File: config.mk
export PLATFORM = sky130hd
export DESIGN_NAME = branch_resolve_ctrl_flat
export DESIGN_NICKNAME = d
export VERILOG_FILES = /design/src/rtl/branch_resolve_ctrl_if.sv /design/src/rtl/branch_resolve_ctrl.sv /design/src/flat_wrapper.sv
export SDC_FILE = /design/constraint.sdc
export NUM_CORES = 1
export LEC_CHECK = 0
export BUFFER_PORTS_ARGS = -buffer_cell sky130_fd_sc_hd__buf_2
export CAP_MARGIN = 20
export CORE_ASPECT_RATIO = 0.5
export CORE_UTILIZATION = 35
export DETAILED_ROUTE_END_ITERATION = 7
export HOLD_SLACK_MARGIN = 0.08
export MAX_ROUTING_LAYER = met4
export PLACE_DENSITY = 0.66
export SYNTH_ARGS = -nofsm -noshare
export SYNTH_HDL_FRONTEND = slang
export SYNTH_SLANG_ARGS = --single-unit
File: constraint.sdc
create_clock -name i_clk -period 3.67 [get_ports i_clk]
set_input_delay 0.5505 -clock i_clk [delete_from_list [all_inputs] [get_ports i_clk]]
set_output_delay 0.5505 -clock i_clk [all_outputs]
set_load 0.02 [all_outputs]
File: src/rtl/branch_resolve_ctrl_if.sv
`default_nettype none
// ============================================================================
//  Module      : branch_resolve_ctrl_if
//  Description : Bundle of the EX-stage branch resolution signals shared
//                between the pipeline (master) and branch_resolve_ctrl (slave).
//  Revision    : 1.0 - initial release
// ============================================================================
interface branch_resolve_ctrl_if #(
    parameter int CNT_W = 16
);
    // Instruction and comparator side
    logic              i_valid;
    logic              i_is_br;
    logic              i_is_jal;
    logic              i_is_jalr;
    logic [2:0]        i_funct3;
    logic [31:0]       i_pc;
    logic [31:0]       i_target;
    logic [31:0]       i_pred_pc;
    logic              i_br_less;
    logic              i_br_equal;
    logic              i_redirect_ready;
    logic              i_cnt_clr;

    // Controller results
    logic              o_br_un;
    logic              o_redirect_valid;
    logic [31:0]       o_redirect_pc;
    logic              o_flush;
    logic              o_br_illegal;
    logic [CNT_W-1:0]  o_br_cnt;
    logic [CNT_W-1:0]  o_mispred_cnt;

    modport master (
        output i_valid, i_is_br, i_is_jal, i_is_jalr, i_funct3, i_pc,
               i_target, i_pred_pc, i_br_less, i_br_equal,
               i_redirect_ready, i_cnt_clr,
        input  o_br_un, o_redirect_valid, o_redirect_pc, o_flush,
               o_br_illegal, o_br_cnt, o_mispred_cnt
    );

    modport slave (
        input  i_valid, i_is_br, i_is_jal, i_is_jalr, i_funct3, i_pc,
               i_target, i_pred_pc, i_br_less, i_br_equal,
               i_redirect_ready, i_cnt_clr,
        output o_br_un, o_redirect_valid, o_redirect_pc, o_flush,
               o_br_illegal, o_br_cnt, o_mispred_cnt
    );
endinterface
`default_nettype wire

File: src/rtl/branch_resolve_ctrl.sv
`default_nettype none
// ============================================================================
//  Module      : branch_resolve_ctrl
//  Description : EX-stage branch resolution. Selects the comparator's signed/
//                unsigned mode, derives the taken decision, compares the real
//                next PC with the prediction and runs a redirect/flush
//                handshake with fetch on a mismatch. Keeps saturating branch
//                and misprediction counters.
//  Revision    : 1.0 - initial release
// ============================================================================
module branch_resolve_ctrl #(
    parameter int CNT_W = 16
) (
    input  wire logic              i_clk,
    input  wire logic              i_rst_n,
    branch_resolve_ctrl_if.slave   bus
);

    // ------------------------------------------------------------------
    // Constants
    // ------------------------------------------------------------------
    localparam logic [0:0]       c_ST_IDLE     = 1'b0;
    localparam logic [0:0]       c_ST_REDIRECT = 1'b1;
    localparam logic [CNT_W-1:0] c_CNT_MAX     = {CNT_W{1'b1}};
    localparam logic [31:0]      c_INSTR_BYTES = 32'd4;

    // ------------------------------------------------------------------
    // Declarations
    // ------------------------------------------------------------------
    logic [0:0]       r_state;
    logic [0:0]       w_state_nxt;
    logic             w_redirect_valid;
    logic             w_flush;

    logic [31:0]      r_redirect_pc;
    logic             r_br_illegal;
    logic [CNT_W-1:0] r_br_cnt;
    logic [CNT_W-1:0] r_mispred_cnt;

    logic             w_sel_jalr;
    logic             w_sel_jal;
    logic             w_sel_br;
    logic             w_resolve;
    logic             w_cond_taken;
    logic             w_f3_illegal;
    logic             w_taken;
    logic [31:0]      w_target;
    logic [31:0]      w_pc_plus4;
    logic [31:0]      w_actual_pc;
    logic             w_mispred;
    logic             w_br_inc;

    // ------------------------------------------------------------------
    // Comparator mode: only BLTU/BGEU compare unsigned. Driven straight
    // from funct3 so the flags come back within the same cycle.
    // ------------------------------------------------------------------
    assign bus.o_br_un = (bus.i_funct3 == 3'b110) || (bus.i_funct3 == 3'b111);

    // ------------------------------------------------------------------
    // Instruction type selection. Multiple flags can be raised by a
    // sloppy decoder; JALR wins over JAL, JAL wins over a branch.
    // ------------------------------------------------------------------
    assign w_sel_jalr = bus.i_is_jalr;
    assign w_sel_jal  = !bus.i_is_jalr && bus.i_is_jal;
    assign w_sel_br   = !bus.i_is_jalr && !bus.i_is_jal && bus.i_is_br;

    // Instructions presented while redirecting are on the wrong path and
    // therefore never resolve.
    assign w_resolve  = (r_state == c_ST_IDLE) && bus.i_valid &&
                        (bus.i_is_br || bus.i_is_jal || bus.i_is_jalr);

    // Conditional branch decision from funct3 and the comparator flags
    always_comb begin
        w_cond_taken = 1'b0;
        w_f3_illegal = 1'b0;
        case (bus.i_funct3)
            3'b000:         w_cond_taken = bus.i_br_equal;
            3'b001:         w_cond_taken = !bus.i_br_equal;
            3'b100, 3'b110: w_cond_taken = bus.i_br_less;
            3'b101, 3'b111: w_cond_taken = !bus.i_br_less;
            default:        w_f3_illegal = 1'b1;
        endcase
    end

    // ------------------------------------------------------------------
    // Next-PC computation. JALR targets are forced halfword-aligned by
    // clearing bit 0; the sequential PC simply wraps at 2^32.
    // ------------------------------------------------------------------
    assign w_taken     = w_sel_jalr || w_sel_jal || (w_sel_br && w_cond_taken);
    assign w_target    = w_sel_jalr ? {bus.i_target[31:1], 1'b0} : bus.i_target;
    assign w_pc_plus4  = bus.i_pc + c_INSTR_BYTES;
    assign w_actual_pc = w_taken ? w_target : w_pc_plus4;
    assign w_mispred   = w_resolve && (w_actual_pc != bus.i_pred_pc);
    assign w_br_inc    = w_resolve && w_sel_br;

    // ------------------------------------------------------------------
    // Redirect FSM
    // ------------------------------------------------------------------

    // State register
    always_ff @(posedge i_clk or negedge i_rst_n) begin
        if (!i_rst_n) begin
            r_state <= c_ST_IDLE;
        end else begin
            r_state <= w_state_nxt;
        end
    end

    // Next-state: enter REDIRECT on a mispredict, leave on the handshake
    always_comb begin
        w_state_nxt = r_state;
        case (r_state)
            c_ST_IDLE: begin
                if (w_mispred) begin
                    w_state_nxt = c_ST_REDIRECT;
                end
            end
            c_ST_REDIRECT: begin
                if (w_redirect_valid && bus.i_redirect_ready) begin
                    w_state_nxt = c_ST_IDLE;
                end
            end
            default: w_state_nxt = c_ST_IDLE;
        endcase
    end

    // Outputs: redirect request and pipeline squash share the REDIRECT state
    always_comb begin
        w_redirect_valid = 1'b0;
        w_flush          = 1'b0;
        if (r_state == c_ST_REDIRECT) begin
            w_redirect_valid = 1'b1;
            w_flush          = 1'b1;
        end
    end

    // ------------------------------------------------------------------
    // Datapath registers
    // ------------------------------------------------------------------

    // Capture the correct next PC on a mispredict; held through the wait
    always_ff @(posedge i_clk or negedge i_rst_n) begin
        if (!i_rst_n) begin
            r_redirect_pc <= 32'd0;
        end else if (w_mispred) begin
            r_redirect_pc <= w_actual_pc;
        end
    end

    // One-cycle pulse for a resolved branch carrying a reserved funct3
    always_ff @(posedge i_clk or negedge i_rst_n) begin
        if (!i_rst_n) begin
            r_br_illegal <= 1'b0;
        end else begin
            r_br_illegal <= w_br_inc && w_f3_illegal;
        end
    end

    // Saturating count of resolved conditional branches; clear wins
    always_ff @(posedge i_clk or negedge i_rst_n) begin
        if (!i_rst_n) begin
            r_br_cnt <= '0;
        end else if (bus.i_cnt_clr) begin
            r_br_cnt <= '0;
        end else if (w_br_inc && (r_br_cnt != c_CNT_MAX)) begin
            r_br_cnt <= r_br_cnt + 1'b1;
        end
    end

    // Saturating count of mispredicted control transfers; clear wins
    always_ff @(posedge i_clk or negedge i_rst_n) begin
        if (!i_rst_n) begin
            r_mispred_cnt <= '0;
        end else if (bus.i_cnt_clr) begin
            r_mispred_cnt <= '0;
        end else if (w_mispred && (r_mispred_cnt != c_CNT_MAX)) begin
            r_mispred_cnt <= r_mispred_cnt + 1'b1;
        end
    end

    // ------------------------------------------------------------------
    // Output drive
    // ------------------------------------------------------------------
    assign bus.o_redirect_valid = w_redirect_valid;
    assign bus.o_flush          = w_flush;
    assign bus.o_redirect_pc    = r_redirect_pc;
    assign bus.o_br_illegal     = r_br_illegal;
    assign bus.o_br_cnt         = r_br_cnt;
    assign bus.o_mispred_cnt    = r_mispred_cnt;

endmodule
`default_nettype wire

File: src/flat_wrapper.sv
// flat-port wrapper written by rule: the top's interface ports become plain ports
module branch_resolve_ctrl_flat 
#(
    parameter int CNT_W = 16
)
  (i_clk, i_rst_n, bus_i_valid, bus_i_is_br, bus_i_is_jal, bus_i_is_jalr, bus_i_funct3, bus_i_pc, bus_i_target, bus_i_pred_pc, bus_i_br_less, bus_i_br_equal, bus_i_redirect_ready, bus_i_cnt_clr, bus_o_br_un, bus_o_redirect_valid, bus_o_redirect_pc, bus_o_flush, bus_o_br_illegal, bus_o_br_cnt, bus_o_mispred_cnt);
  branch_resolve_ctrl_if #(.CNT_W(CNT_W)) bus_i ();
  input  wire logic i_clk;
  input  wire logic i_rst_n;
  input wire logic [$bits(bus_i.i_valid)-1:0] bus_i_valid;
  input wire logic [$bits(bus_i.i_is_br)-1:0] bus_i_is_br;
  input wire logic [$bits(bus_i.i_is_jal)-1:0] bus_i_is_jal;
  input wire logic [$bits(bus_i.i_is_jalr)-1:0] bus_i_is_jalr;
  input wire logic [$bits(bus_i.i_funct3)-1:0] bus_i_funct3;
  input wire logic [$bits(bus_i.i_pc)-1:0] bus_i_pc;
  input wire logic [$bits(bus_i.i_target)-1:0] bus_i_target;
  input wire logic [$bits(bus_i.i_pred_pc)-1:0] bus_i_pred_pc;
  input wire logic [$bits(bus_i.i_br_less)-1:0] bus_i_br_less;
  input wire logic [$bits(bus_i.i_br_equal)-1:0] bus_i_br_equal;
  input wire logic [$bits(bus_i.i_redirect_ready)-1:0] bus_i_redirect_ready;
  input wire logic [$bits(bus_i.i_cnt_clr)-1:0] bus_i_cnt_clr;
  output wire logic [$bits(bus_i.o_br_un)-1:0] bus_o_br_un;
  output wire logic [$bits(bus_i.o_redirect_valid)-1:0] bus_o_redirect_valid;
  output wire logic [$bits(bus_i.o_redirect_pc)-1:0] bus_o_redirect_pc;
  output wire logic [$bits(bus_i.o_flush)-1:0] bus_o_flush;
  output wire logic [$bits(bus_i.o_br_illegal)-1:0] bus_o_br_illegal;
  output wire logic [$bits(bus_i.o_br_cnt)-1:0] bus_o_br_cnt;
  output wire logic [$bits(bus_i.o_mispred_cnt)-1:0] bus_o_mispred_cnt;
  assign bus_i.i_valid = bus_i_valid;
  assign bus_i.i_is_br = bus_i_is_br;
  assign bus_i.i_is_jal = bus_i_is_jal;
  assign bus_i.i_is_jalr = bus_i_is_jalr;
  assign bus_i.i_funct3 = bus_i_funct3;
  assign bus_i.i_pc = bus_i_pc;
  assign bus_i.i_target = bus_i_target;
  assign bus_i.i_pred_pc = bus_i_pred_pc;
  assign bus_i.i_br_less = bus_i_br_less;
  assign bus_i.i_br_equal = bus_i_br_equal;
  assign bus_i.i_redirect_ready = bus_i_redirect_ready;
  assign bus_i.i_cnt_clr = bus_i_cnt_clr;
  assign bus_o_br_un = bus_i.o_br_un;
  assign bus_o_redirect_valid = bus_i.o_redirect_valid;
  assign bus_o_redirect_pc = bus_i.o_redirect_pc;
  assign bus_o_flush = bus_i.o_flush;
  assign bus_o_br_illegal = bus_i.o_br_illegal;
  assign bus_o_br_cnt = bus_i.o_br_cnt;
  assign bus_o_mispred_cnt = bus_i.o_mispred_cnt;
  branch_resolve_ctrl #(.CNT_W(CNT_W)) u_core (.i_clk(i_clk), .i_rst_n(i_rst_n), .bus(bus_i));
endmodule
# After elaboration in Yosys (flattened, before gate mapping)
# Index checks and enable logic that the tools add are counted.
# totals
word_cells	56
in_bits	109
output_inout_bits	68
reg_bits	66
# classes
reduce_logical	27
add_sub_neg	3
mux	12
eq_ne	8
n_bitwise	1
# op_table
cell	count
two-way mux 16 bit	4
adder 16 x 1 -> 16 bit, second input constant	2
adder 32 x 3 -> 32 bit, second input constant	1
two-way mux 32 bit	1
inequality test 16 bit, second input constant	2
inequality test 32 bit	1
equality test 3 bit, second input constant	4
logical AND 1 bit	12
OR reduction 6 bit	1
logical OR 1 bit	5
two-way mux 1 bit	5
zero test 1 bit	4
one-hot mux 1 bit (4 select lines)	1
nonzero test 2 bit	2
OR reduction 2 bit	2
equality test 3 x 1 -> 1 bit, second input constant	1
zero test 3 bit	1
one-hot mux 1 bit (2 select lines)	1
NOT 1 bit	1

# Longest topological paths before layout
# logic_depth
depth_word	11
mapped_depth	15

# Worst setup path after synthesis
# Ideal clock, no wire load.
# synth_path
kind	input to register
start	input bus_i_pc[22]
end	register u_core.r_redirect_pc[12], in the netlist u_core.bus.o_redirect_pc[12]
setup_ps	125
setup_slack_ps	243
required_ps	3545
t_arrival_ps	3302
stages	13
n_path_buf	3
cell_sequence	buf_4 -> nand4_1 -> or3_4 -> nor4_4 -> nor3b_1 -> a2111oi_2 -> o311ai_1 -> a2111oi_2 -> o2111a_1 -> buf_4 -> nor2_4 -> buf_6 -> mux2_4
# synth_via
elab_chain_len	4
# synth_rtl
item	line	source
start, declared	flat_wrapper.sv:15	input wire logic [$bits(bus_i.i_pc)-1:0] bus_i_pc;
adder 32 x 3 -> 32 bit	branch_resolve_ctrl.sv:91	assign w_pc_plus4 = bus.i_pc + c_INSTR_BYTES;
two-way mux 32 bit	branch_resolve_ctrl.sv:92	assign w_actual_pc = w_taken ? w_target : w_pc_plus4;
inequality test 32 bit	branch_resolve_ctrl.sv:93	assign w_mispred = w_resolve && (w_actual_pc != bus.i_pred_pc);
logical AND 1 bit	branch_resolve_ctrl.sv:93	
end signal, assigned	branch_resolve_ctrl.sv:146	r_redirect_pc <= w_actual_pc;
end, declared	branch_resolve_ctrl.sv:35	logic [31:0] r_redirect_pc;
# No other way between the ends.
# A chain may end at the register's enable or synchronous reset.

# Worst setup path after layout
# layout_path
start	input bus_i_pc[4]
end	register u_core.r_redirect_pc[24], in the netlist u_core.bus.o_redirect_pc[24]
# layout_via
elab_chain_len	4
# layout_rtl
item	line
adder 32 x 3 -> 32 bit (*)	branch_resolve_ctrl.sv:91
two-way mux 32 bit (*)	branch_resolve_ctrl.sv:92
inequality test 32 bit	branch_resolve_ctrl.sv:93
logical AND 1 bit	branch_resolve_ctrl.sv:93
# Mark *: on every way between the ends. The rest lies on a longest branch, timed or not.

==> summary.txt <==
Run status
  – Status: completed

STA
  – Final period util: 95.7%
  – Final Max Slew Viols: 0
  – Worst slew pin tran: 0.976 ns
  – Final Hold Violating Endpoints: 0
  – Skew final: 0.00352 ns
  – Crit path time final: 3.51 ns
  – Max-slew headroom: 34.8%
  – Final setup TNS: 0 ns
  – Final setup vio count: 0
  – Final WS setup: 0.158 ns
  – Peak Freq: 285 MHz
  – RSZ-0062 raised after global routing: false

Yosys
  – FF+latch count, synth: 66
  – Synth cell types: 67
  – Synth Cell Area: 5310 um^2
  – Post-synth EDFFs: 0
  – Syn Area/Cell: 8.70 um^2
  – Yosys top cell by area: dfrtp_1
  – Post-synth ARST share: 100%
  – Synth warn: 0
  – Post-synthesis sequential area ratio: 31.1%
  – Gate Count Post-Synth: 610
  – Syn Nets: 722
  – Top cells by area, synth: dfrtp_1, xnor2_1, mux2_4, xor2_1, nor2_1
  – Synth top area share: 31.1%
  – Ys flop type: dfrtp_1

Pwr
  – Leakage dissipation: 3.39 nW
  – Cell Pwr Density: 367 nW/um^2
  – Maximum vdd drop: 0.214 mV

Worst setup path
  – Worst Path Required: 3.89 ns
  – Startpoint Class: primary input
  – CP Data Arrival Time: 3.73 ns
  – Crit. End Element: register
  – CP Class: in -> reg
  – Worst-path maximum fanout: 12

Clocking
  – CTS buffer count: 9
  – CTS tree: done
  – Root Driver: clkbuf_16
  – # clock sinks: 66
  – Post-CTS setup buffer count: 0
  – H-tree lvl count: 3
  – Max clock buf depth: 2
  – Worst skew pair latency: 0.33 ns
  – Worst-path clk slew: 0.06 ns

Placement
  – Port bufs: 176
  – RD Place Congestion: 0.903
  – HPWL Detailed: 14.0 mm
  – Dpl ws: -0.263 ns

Hold path
  – HP Class: in -> async

Cells and area
  – Ant diodes: 0
  – Nets: 952
  – Layout area overhead: 34.9%
  – Layout cells sized above 1: 36.2%
  – Commonest non-fill, non-tap cell in the layout: buf_2
  – Leading cell types in the layout, fill and taps excluded: buf_2, buf_4, dfrtp_1

Global routing
  – First-pass GRT wire length: 27.3 mm
  – Initial antenna violation count: 0
  – Overflow after GRT: 0
  – Largest net degree at the start of global routing: 47
  – Total track usage: 23.1%
  – Vias in the first global route: 5,259

Drt
  – Drt first pass iters: 4
  – Post-DRT Antenna Nets: 0
  – Drt wl/cell: 16.9 um
  – Routed WL: 17.6 mm
  – DR vias: 5,458
  – Via-to-Cell Ratio: 5.23
  – Initial DRC count: 367
  – Drt drc: 0

Die
  – Core Area: 14,600 um^2
  – Die area: 15,700 um^2
  – Die width: 176 um
  – Top-Level Pins: 177
  – Die Y: 89.1 um
  – FP Rows: 31
  – Initial Util: 36.3%

Run
  – Max_cap viols: 0
==> cell type report <==
type,count,area [um^2]
clock inverters,5,78.8
well taps,198,248
clock buffers,11,233
flip-flops and latches,66,1650
inverters,28,105
repair buffers,248,1450
fillers,1431,7460
multi-input cells,487,3400
==> cells in the mapped netlist, types with 13 or more instances <==
master,count
dfrtp_1,66
nor2_1,59
nand2_1,56
xnor2_1,45
nand3_1,30
inv_1,28
o21ai_0,27
xor2_1,27
nor2b_1,21
nand4_1,20
mux2_4,18
a21oi_1,16
nor3_1,14
clkbuf_1,13
==> through the flow <==
stage / hold slack [ns] / power (mW) / instance area [um^2] / util (%) / instances
final: 0.199 / 2.63 / 7160 / 49.0 / 1043
after global routing: 0.227 / 2.74 / 7160 / 49.0 / 1043
after CTS: 0.205 / 2.64 / 7150 / 48.9 / 1042
after detailed placement: 0.488 / 1.71 / 6830 / 46.7 / 1026
after global placement: 0.491 / 1.70 / 6830 / 46.7 / 1026
after floorplan: 0.255 / 1.36 / 5310 / - / 610
==> worst max-delay path, cell delays in order <==
cell and delay (ns):
buf_2 0.09, nand4_1 0.15, or2_1 0.33, or4_1 0.59, a31oi_1 0.28, nor2b_1 0.20, a221o_1 0.16, a2111oi_2 0.06
o2111a_2 0.22, nor2_2 0.75, mux2_4 0.35
==> registers in the layout (all words and copies together), names as in the netlist <==
name	count
u_core.bus.o_br_cnt	16
u_core.bus.o_mispred_cnt	16
u_core.bus.o_redirect_pc	32
u_core.bus.o_br_illegal	1
u_core.r_state	1
==> worst paths after layout <==
kind / start / end / slack (ns) / cells after the start
min reg2reg: u_core.bus.o_redirect_pc[26] / u_core.bus.o_redirect_pc[26] / 0.51 / 1
max: bus_i_pc[4] / u_core.bus.o_redirect_pc[24] / 0.16 / 11
min in group i_clk: bus_i_redirect_ready / u_core.r_state / 0.40 / 2
max reg2reg: u_core.r_state / u_core.bus.o_br_cnt[15] / 1.09 / 9
max in group asynchronous: i_rst_n / u_core.bus.o_redirect_pc[24] / 2.46 / 2
min: i_rst_n / u_core.bus.o_redirect_pc[12] / 0.20 / 1
==> report_power, final <==
part | internal [mW] | switching, mW | leakage (nW) | total, mW
Combinational | 0.360 | 0.453 | 2.38 | 0.812
Sequential | 0.829 | 0.0623 | 0.855 | 0.891
Clock | 0.594 | 0.329 | 0.153 | 0.923
==> what timing repair did <==
action                     in CTS  in global routing
hold buffers                    0                  0
setup endpoints to repair       0                 48
resized for setup               0                  4
==> kinds of logic (layout without fill, tap and decap cells) <==
family                   after synthesis  count (layout)  share of synthesized area [%]
AND/OR/NAND/NOR                      261             262                           26.3
multiplexers                          43              43                           10.2
flip-flops                            66              66                           31.1
AO/OA/AOI/OAI                        105             105                           14.0
adder cells (fa/ha/maj)                4               4                          0.896
buffers and inverters                 58             292                           5.12
XOR/XNOR                              73              73                           12.3
==> metal layers <==
| layer | global-route usage (%) | vias up | routed length, um |
|---|---|---|---|
| li1 | - | 2653 | - |
| met1 | 29.8 | 2618 | 8140 |
| met2 | 37.6 | 157 | 8280 |
| met3 | 3.44 | 30 | 858 |
| met4 | 7.19 | 0 | 363 |
| met5 | - | - | 0 |
No activity file was read; power rests on OpenSTA's default activity.
